**src/rtl/word_unpacker_if.sv**
```systemverilog
// Word-in / chunk-out handshake bundle for word_unpacker.
interface word_unpacker_if #(
    parameter int WORD_BITS  = 32,
    parameter int CHUNK_BITS = 8
);
    logic                  word_valid;
    logic [WORD_BITS-1:0]  word_in;
    logic                  word_ready;
    logic                  chunk_valid;
    logic [CHUNK_BITS-1:0] chunk_data;
    logic                  chunk_last;
    logic                  chunk_ready;
    logic                  busy;

    // Unpacker side.
    modport slave (
        input  word_valid, word_in, chunk_ready,
        output word_ready, chunk_valid, chunk_data, chunk_last, busy
    );

    // Producer/consumer side driving the unpacker.
    modport master (
        output word_valid, word_in, chunk_ready,
        input  word_ready, chunk_valid, chunk_data, chunk_last, busy
    );
endinterface

```
**src/rtl/word_unpacker.sv**
```systemverilog
// word_unpacker: takes one WORD_BITS word and emits it as NCHUNK chunks,
// least-significant chunk first, with back-to-back word reload on the last chunk.
module word_unpacker #(
    parameter int WORD_BITS  = 32,
    parameter int CHUNK_BITS = 8
) (
    input  logic              clk,
    input  logic              rst,
    word_unpacker_if.slave    bus
);
    localparam int NCHUNK = WORD_BITS / CHUNK_BITS;
    localparam int CNT_W  = (NCHUNK > 1) ? $clog2(NCHUNK) : 1;
    localparam logic [CNT_W-1:0] CNT_LAST = CNT_W'(NCHUNK - 1);

    localparam logic [0:0] ST_IDLE = 1'b0;
    localparam logic [0:0] ST_SEND = 1'b1;

    generate
        if ((WORD_BITS % CHUNK_BITS) != 0 || NCHUNK < 2) begin : g_bad_param
            $error("word_unpacker: WORD_BITS must be a multiple of CHUNK_BITS with at least 2 chunks");
        end
    endgenerate

    logic [0:0]           state_q, state_d;
    logic [WORD_BITS-1:0] shreg_q, shreg_d;
    logic [CNT_W-1:0]     count_q, count_d;

    logic chunk_valid;
    logic chunk_last;
    logic chunk_accept;

    // Output decode: chunk_data comes straight from the shift register flops.
    always_comb begin
        chunk_valid      = (state_q == ST_SEND);
        chunk_last       = chunk_valid && (count_q == CNT_LAST);
        chunk_accept     = chunk_valid && bus.chunk_ready;
        bus.chunk_valid  = chunk_valid;
        bus.chunk_last   = chunk_last;
        bus.chunk_data   = shreg_q[CHUNK_BITS-1:0];
        bus.busy         = chunk_valid;
        // Ready early on the final chunk so the next word loads without a bubble.
        bus.word_ready   = (state_q == ST_IDLE) || (chunk_accept && chunk_last);
    end

    // Next-state: load on word accept, shift on chunk accept, reload or idle after the last chunk.
    always_comb begin
        state_d = state_q;
        shreg_d = shreg_q;
        count_d = count_q;
        case (state_q)
            ST_IDLE: begin
                if (bus.word_valid) begin
                    shreg_d = bus.word_in;
                    count_d = '0;
                    state_d = ST_SEND;
                end
            end
            ST_SEND: begin
                if (chunk_accept) begin
                    if (chunk_last) begin
                        count_d = '0;
                        if (bus.word_valid) begin
                            shreg_d = bus.word_in;
                        end else begin
                            shreg_d = '0;
                            state_d = ST_IDLE;
                        end
                    end else begin
                        shreg_d = shreg_q >> CHUNK_BITS;
                        count_d = count_q + CNT_W'(1);
                    end
                end
            end
            default: begin
                state_d = ST_IDLE;
            end
        endcase
    end

    // State registers; reset discards any partially sent word.
    always_ff @(posedge clk) begin
        if (rst) begin
            state_q <= ST_IDLE;
            shreg_q <= '0;
            count_q <= '0;
        end else begin
            state_q <= state_d;
            shreg_q <= shreg_d;
            count_q <= count_d;
        end
    end
endmodule

```
**src/flat_wrapper.sv**
```systemverilog
// flat-port wrapper written by rule: the top's interface ports become plain ports
module word_unpacker_flat 
#(
    parameter int WORD_BITS  = 32,
    parameter int CHUNK_BITS = 8
)
  (clk, rst, bus_word_valid, bus_word_in, bus_chunk_ready, bus_word_ready, bus_chunk_valid, bus_chunk_data, bus_chunk_last, bus_busy);
  word_unpacker_if #(.WORD_BITS(WORD_BITS), .CHUNK_BITS(CHUNK_BITS)) bus_i ();
  input  logic clk;
  input  logic rst;
  input wire logic [$bits(bus_i.word_valid)-1:0] bus_word_valid;
  input wire logic [$bits(bus_i.word_in)-1:0] bus_word_in;
  input wire logic [$bits(bus_i.chunk_ready)-1:0] bus_chunk_ready;
  output wire logic [$bits(bus_i.word_ready)-1:0] bus_word_ready;
  output wire logic [$bits(bus_i.chunk_valid)-1:0] bus_chunk_valid;
  output wire logic [$bits(bus_i.chunk_data)-1:0] bus_chunk_data;
  output wire logic [$bits(bus_i.chunk_last)-1:0] bus_chunk_last;
  output wire logic [$bits(bus_i.busy)-1:0] bus_busy;
  assign bus_i.word_valid = bus_word_valid;
  assign bus_i.word_in = bus_word_in;
  assign bus_i.chunk_ready = bus_chunk_ready;
  assign bus_word_ready = bus_i.word_ready;
  assign bus_chunk_valid = bus_i.chunk_valid;
  assign bus_chunk_data = bus_i.chunk_data;
  assign bus_chunk_last = bus_i.chunk_last;
  assign bus_busy = bus_i.busy;
  word_unpacker #(.WORD_BITS(WORD_BITS), .CHUNK_BITS(CHUNK_BITS)) u_core (.clk(clk), .rst(rst), .bus(bus_i));
endmodule
```
**config.mk**
```make
export PLATFORM = sky130hd
export DESIGN_NAME = word_unpacker_flat
export DESIGN_NICKNAME = d
export VERILOG_FILES = /design/src/rtl/word_unpacker_if.sv /design/src/rtl/word_unpacker.sv /design/src/flat_wrapper.sv
export SDC_FILE = /design/constraint.sdc
export NUM_CORES = 1
export LEC_CHECK = 0
export ABC_AREA = 1
export CORE_AREA = 3 3 88 90
export CTS_CLUSTER_DIAMETER = 150
export CTS_CLUSTER_SIZE = 30
export DETAILED_ROUTE_END_ITERATION = 8
export DIE_AREA = 0 0 91 93
export PLACE_DENSITY = 0.61
export RECOVER_POWER = 100
export SYNTH_ARGS = -nofsm -noshare
export SYNTH_HDL_FRONTEND = slang
export SYNTH_SLANG_ARGS = --single-unit
```
**constraint.sdc**
```tcl
create_clock -name clk -period 2.05 [get_ports clk]
set_input_delay 0.41 -clock clk [delete_from_list [all_inputs] [get_ports clk]]
set_output_delay 0.41 -clock clk [all_outputs]
set_load 0.05 [all_outputs]
```
==> results.md, run 1 <==
- Status: complete, no violations
- Largest net degree at the start of global routing: 38
- Seq/Total Area, Yosys: 33.2%
- PD cells: about 680 nW/um^2
- Mapped cell area: 2110 sq um
- Layout area overhead: 24.4%
- Clock Skew: approximately 0.0027 ns
- CP bufs+invs: 1
- RSZ-0062 raised after global routing: no
- Share of cells above drive strength 1: between 10% and 20%
- Multi-input logic area: between 1000 and 1500 sq um
- Register Area: ~700 sq um
- Max frequency: between 0.5 and 0.6 GHz
- DR DRC count: 0
- Starting DRT DRC Count: between 90 and 100
- Rows: 31
- WP data required: 1.64 ns
- M3 GR Usage: 4.42%
- Setup CP Type: reg -> out
- Die area: between 8000 and 9000 sq um
- Ys Warns: 0
- Critical path depth in cells: 1
- Min-Delay Path Depth: 2
- Cells along the critical path: dlygate4sd3_1
- RePlAce Congestion: 0.749
- Number of max-cap violations: 0
- Die Width: 91 microns
- Max-slew violation count: 0
- Worst R2R Path Depth: 6
- Die Ht: a little over 90 microns
- HP Class: reg -> reg
- Total CTS buffers: 5
- First-pass GRT wire length: between 8000 and 9000 microns
- GR peak layer: met2
- DR vias: ~1900
- # diodes: 0
- Slew HR: 60.5%
- Clock Root Buffer: clkbuf_8
- CTS clk-pin slew, worst paths: around 0.070 ns
- Max VDD drop: around 0.00023 V
- CP delay by family, top: buffers and inverters
- Met1 usage: roughly 15%
- Yosys cell types: 20
- Post-synthesis register bit count: 35
- Overall Global Routing Usage: around 12%
- GRT overflow: 0
- Pre-Repair DR Iteration Count: 4
- Setup Total Neg Slack: 0 ns
- DP Worst Slack: about 0.22 ns
- Vias/cell: between 4 and 5
- Max H-tree Level: 2
- Io pins: 48
- Worst setup SP type: flop
- CTS tree: yes
- Period minus WS final: between 1.5 and 2 ns
- Final Hold Violating Endpoints: 0
- Setup Buffers After CTS: 0
- Area leader, netlist: dfxtp_1
- Period utilisation layout: a little over nine tenths
- Vias in the first global route: around 2000
- Core footprint: between 7000 and 8000 sq um
- Avg Cell Area, Syn: between 6 and 7 sq um
- Synth area leaders: dfxtp_1, nand3_1, nand2_1
- Crit-path max FO: 2
- Post-Syn Nets: about 340
- Crit-path max cell delay: 0.88 ns
- Nets: roughly 370
- Post-DP HPWL: approximately 3300 microns
- CP endpoint kind: output pin
- Port Buffers: 47
- WL final: 4960 microns
- Sink Count: 35
- Starting density of the core: 29.5%
- Avg WL per Cell: between 10 and 15 microns
- Met2 GRT Util: 21.2%
- Slew @ Worst Pin: between 0.5 and 0.6 ns
- Post-CTS Resized: 0
- Clock Path Buffers: 2
- Post-synth top area share: between 30% and 40%
- Slowest CP cell: dlygate4sd3_1
- Syn Inst Count: 306
- Initial antenna violation count: 0
- Fillers: 805
- Post-CTS Hold Fix Bufs: 0
- Leak Pwr: about 1.2 nW
- Remaining antenna violation count after routing: 0
- Clk Latency, worst-skew pair: roughly 0.29 ns
- WP data arrival: ~1.5 ns
- Final setup margin: between 0.1 and 0.15 ns
- Final setup fails: 0
-- worst paths after layout --
check / from / to / slack (ns)
setup reg to reg: u_core.count_q[0] / u_core.shreg_q[27] / 0.53
setup / recovery: u_core.shreg_q[6] / bus_chunk_data[6] / 0.13
hold reg to reg: u_core.shreg_q[25] / u_core.shreg_q[25] / 0.49
hold / removal: u_core.shreg_q[25] / u_core.shreg_q[25] / 0.49
-- registers in the layout, indices dropped and copies added, names as in the netlist --
signal           cells
u_core.bus.busy      1
u_core.count_q       2
u_core.shreg_q      32
-- power breakdown --
group	internal (mW)	switching, mW	total (mW)
Sequential	0.740	0.0288	0.769
Clock	0.307	0.245	0.552
Combinational	0.197	0.270	0.467
Total	1.24	0.544	1.79
-- logic make-up after synthesis --
group / Yosys count / share of synthesized area (%)
compound gates: 34 / 11.6
flops: 35 / 33.2
buf+inv: 61 / 15.2
fa+ha+maj: 1 / 0.593
simple gates: 175 / 39.3
-- synthesized netlist by cell type, drive strengths merged --
cell,instances
nand2,57
nor2,52
a21oi,33
clkinv,1
inv,29
clkbuf,2
nand3,41
nand3b,24
dfxtp,35
nor3,1
ha,1
o21ai,1
buf,29
-- stage by stage --
stage,util (%),cells,cell area [sq um],hold WS [ns],total power [mW]
5_1_grt,36.7,437,2620,0.518,1.89
3_5_place_dp,36.0,429,2570,0.481,1.27
6_report,36.7,437,2620,0.488,1.79
2_1_floorplan,-,306,2110,0.459,1.14
3_3_place_gp,36.0,429,2570,0.473,1.27
4_1_cts,37.4,437,2670,0.491,1.82
-- metal layers --
layer,wire length [microns],up-vias
met3,236,4
li1,-,1024
met4,38,0
met5,0,-
met1,2420,842
met2,2270,37
-- cell usage in the layout, fill, tap and decap left out, drive strengths merged --
master         synthesis  layout
a21oi                 33      33
buf                   29       7
clkbuf                 2      13
clkdlybuf4s50          0      34
clkinv                 1       1
dfxtp                 35      35
dlygate4sd3            0       9
ha                     1       1
inv                   29      29
nand2                 57      57
nand3                 41      41
nand3b                24      24
nor2                  52      52
nor3                   1       1
o21ai                  1       1
-- area by class of cell --
cell class | instances | share of cell area, %
Clock buffer | 8 | 3.82
Multi-Input combinational cell | 210 | 41.2
Inverter | 30 | 4.29
Tap cell | 99 | 4.72
Timing Repair Buffer | 55 | 19.2
Sequential cell | 35 | 26.8
No activity file was read; power rests on OpenSTA's default activity.
==> run 2, diff against run 1 <==
==> constraint.sdc (replaced) <==
create_clock -name clk -period 1.8 [get_ports clk]
set_input_delay 0.36 -clock clk [delete_from_list [all_inputs] [get_ports clk]]
set_output_delay 0.36 -clock clk [all_outputs]
set_load 0.05 [all_outputs]
==> run 2 against run 1 <==
Net effect:
- via count increased by 0.68%
- die area is the same
- routed wire length rose by 2.8%
- sequential share of layout area up 0.35 points
- final cell count is 0.69% higher
- non-clock buffer count up 3
- first-iteration DRC count fell by 7.6%
- critical path type unchanged
==> results.md, run 2 (synthesis gave the netlist of run 1 again) <==
- Initial antenna violation count: 0 (unchanged)
- Max-slew violation count: 0 (unchanged)
- Max VDD drop: 0.000254 V (+8.9%)
- CTS clk-pin slew, worst paths: 0.07 ns (about the same)
- Setup Total Neg Slack: 0 ns (unchanged)
- First-pass GRT wire length: 8830 microns (+1.4%)
- Setup Buffers After CTS: 0 (unchanged)
- Starting density of the core: 29.5% (unchanged)
- Internal power: 1.51 mW (+21%)
- Worst setup SP type: flop
- Max H-tree Level: 2 (unchanged)
- DR vias: 1920 (+0.68%)
- Final setup fails: 0 (unchanged)
- Sink Count: 35 (unchanged)
- Clock Skew: 0.00354 ns (+0.000829 ns)
- Largest net degree at the start of global routing: 29 (-24%)
- Non-Filler Instances: 440 (+0.69%)
- CTS tree: yes
- Commonest non-fill, non-tap cells in the layout: nand2_1, nor2_1, nand3_1
- Period minus WS final: 1.68 ns
- Core footprint: 7140 sq um (unchanged)
- Nets: 377 (+0.80%)
- Hold_ws: 0.492 ns (+0.00366 ns)
- RePlAce Congestion: 0.739 (-1.3%)
- Final Hold Violating Endpoints: 0 (unchanged)
- Crit-path max FO: 5 (+3)
- DR DRC count: 0 (unchanged)
- Slowest CP cell: dfxtp_1
- Number of max-cap violations: 0 (unchanged)
- WP data arrival: 1.32 ns (-0.19 ns)
- Cells along the critical path: ha_2 > nand2_1 > inv_1 > clkbuf_2
- Avg WL per Cell: 11.6 microns (+2.1%)
- Fillers: 835 (+3.7%)
- CP endpoint kind: output pin
- Switching pwr: 0.630 mW (+16%)
- Final setup margin: 0.115 ns (-0.0101 ns)
- Status: complete, no violations
- Register Area: 702 sq um (unchanged)
- Post-Route Utilization: 36.3% (-0.47 points)
- HP Class: reg -> reg
- WL final: 5100 microns (+2.8%)
- # diodes: 0 (unchanged)
- Crit-path max cell delay: 0.37 ns (-0.51 ns)
- Final Instance Area: 2590 sq um (-1.3%)
- Die Ht: 93 microns (unchanged)
- Vias in the first global route: 1889 (-4.5%)
- GRT overflow: 0 (unchanged)
- Placed cell area: 2590 sq um (+0.58%)
- Clk Latency, worst-skew pair: 0.28 ns (about the same)
- Leak Pwr: 1.17 nW (-0.24%)
- Post-DP HPWL: 3450 microns (+3.4%)
- Remaining antenna violation count after routing: 0 (unchanged)
- RSZ-0062 raised after global routing: no
- Rows: 31 (unchanged)
- Port Buffers: 47 (unchanged)
- Power consumption: 2.14 mW (+20%)
- CP delay by family, top: flip-flops
- Starting DRT DRC Count: 85 (-7.6%)
- Most common cell after layout, fill and taps aside: nand2_1
- Die area: 8460 sq um (unchanged)
- Period utilisation layout: a little over 90%
- Pre-Repair DR Iteration Count: 5 (+1)
- Max reg flops: 32 (unchanged)
- Share of cells above drive strength 1: 10.9% (-2.2 points)
- Post-CTS Hold Fix Bufs: 0 (unchanged)
- Clock Path Buffers: 2 (unchanged)
- Vias/cell: 4.36 (about the same)
- Die Width: 91 microns (unchanged)
- WP data required: 1.44 ns (-0.20 ns)
- Clk network pwr share: 34.7% (+3.8 points)
- Max frequency: 0.594 GHz
- Combinational Power Share: 24.3% (-1.8 points)
- Layout area overhead: 22.8%
- Top reg by flops: u_core.shreg_q
- Slew HR: 59.9% (-0.62 points)
- Clock Root Buffer: clkbuf_8
- PD cells: 826 nW/um^2 (+21%)
- Seq pwr share: 41.1% (-1.9 points)
- Io pins: 48 (unchanged)
- Setup CP Type: reg -> out
- Switching share of power: 29.5% (-0.97 points)
- Placed insts: 432 (+0.70%)
- Overall Global Routing Usage: 12.6% (+0.17 points)
- DP Worst Slack: 0.110 ns (-0.113 ns)
- Post-CTS Resized: 0 (unchanged)
- Multi-input logic area: 1030 sq um (-4.8%)
- Total CTS buffers: 5 (unchanged)
- Slew @ Worst Pin: 0.604 ns (+0.00927 ns)
- CP bufs+invs: 2 (+1)
run 2: worst paths after layout:
kind | cells past startpoint | end | start | slack [ns]
max | 4 | bus_chunk_last | u_core.count_q[0] | 0.12
min | 2 | u_core.shreg_q[24] | u_core.shreg_q[24] | 0.49
max reg2reg | 5 | u_core.shreg_q[23] | u_core.count_q[0] | 0.32
min reg2reg | 2 | u_core.shreg_q[24] | u_core.shreg_q[24] | 0.49
run 2: final cells by class:
class / count / area share, %
multi-input cells: 210 / 39.7
repair buffers: 58 / 19.5
clock inverters: 2 / 1.35
well taps: 99 / 4.78
inverters: 30 / 4.35
flip-flops and latches: 35 / 27.1
clock buffers: 6 / 3.19
run 2: tightest hold or removal path: cells and delay by family, from the launching register on:
kind             cells  cell delay, ns
flip-flops           1            0.31
AND/OR/NAND/NOR      1            0.08
AO/OA/AOI/OAI        1            0.06
run 2: metal layers:
metal	share of wire, %	routed length (microns)	GRT usage, %	vias to the layer above
met1	48	2460	16.1	843
li1	-	-	-	1032
met3	5.0	256	3.38	4
met5	0	0	0	-
met2	46	2350	21.1	41
met4	0.65	33	3.02	0
run 2: power by group through the flow:
stage / Sequential, mW / Combinational [mW] / Clock [mW]
after floorplan: 0.888 / 0.410 / 0
after global placement: 0.896 / 0.553 / 0
after detailed placement: 0.898 / 0.556 / 0
after CTS: 0.880 / 0.558 / 0.762
after global routing: 0.886 / 0.583 / 0.793
final: 0.879 / 0.519 / 0.741
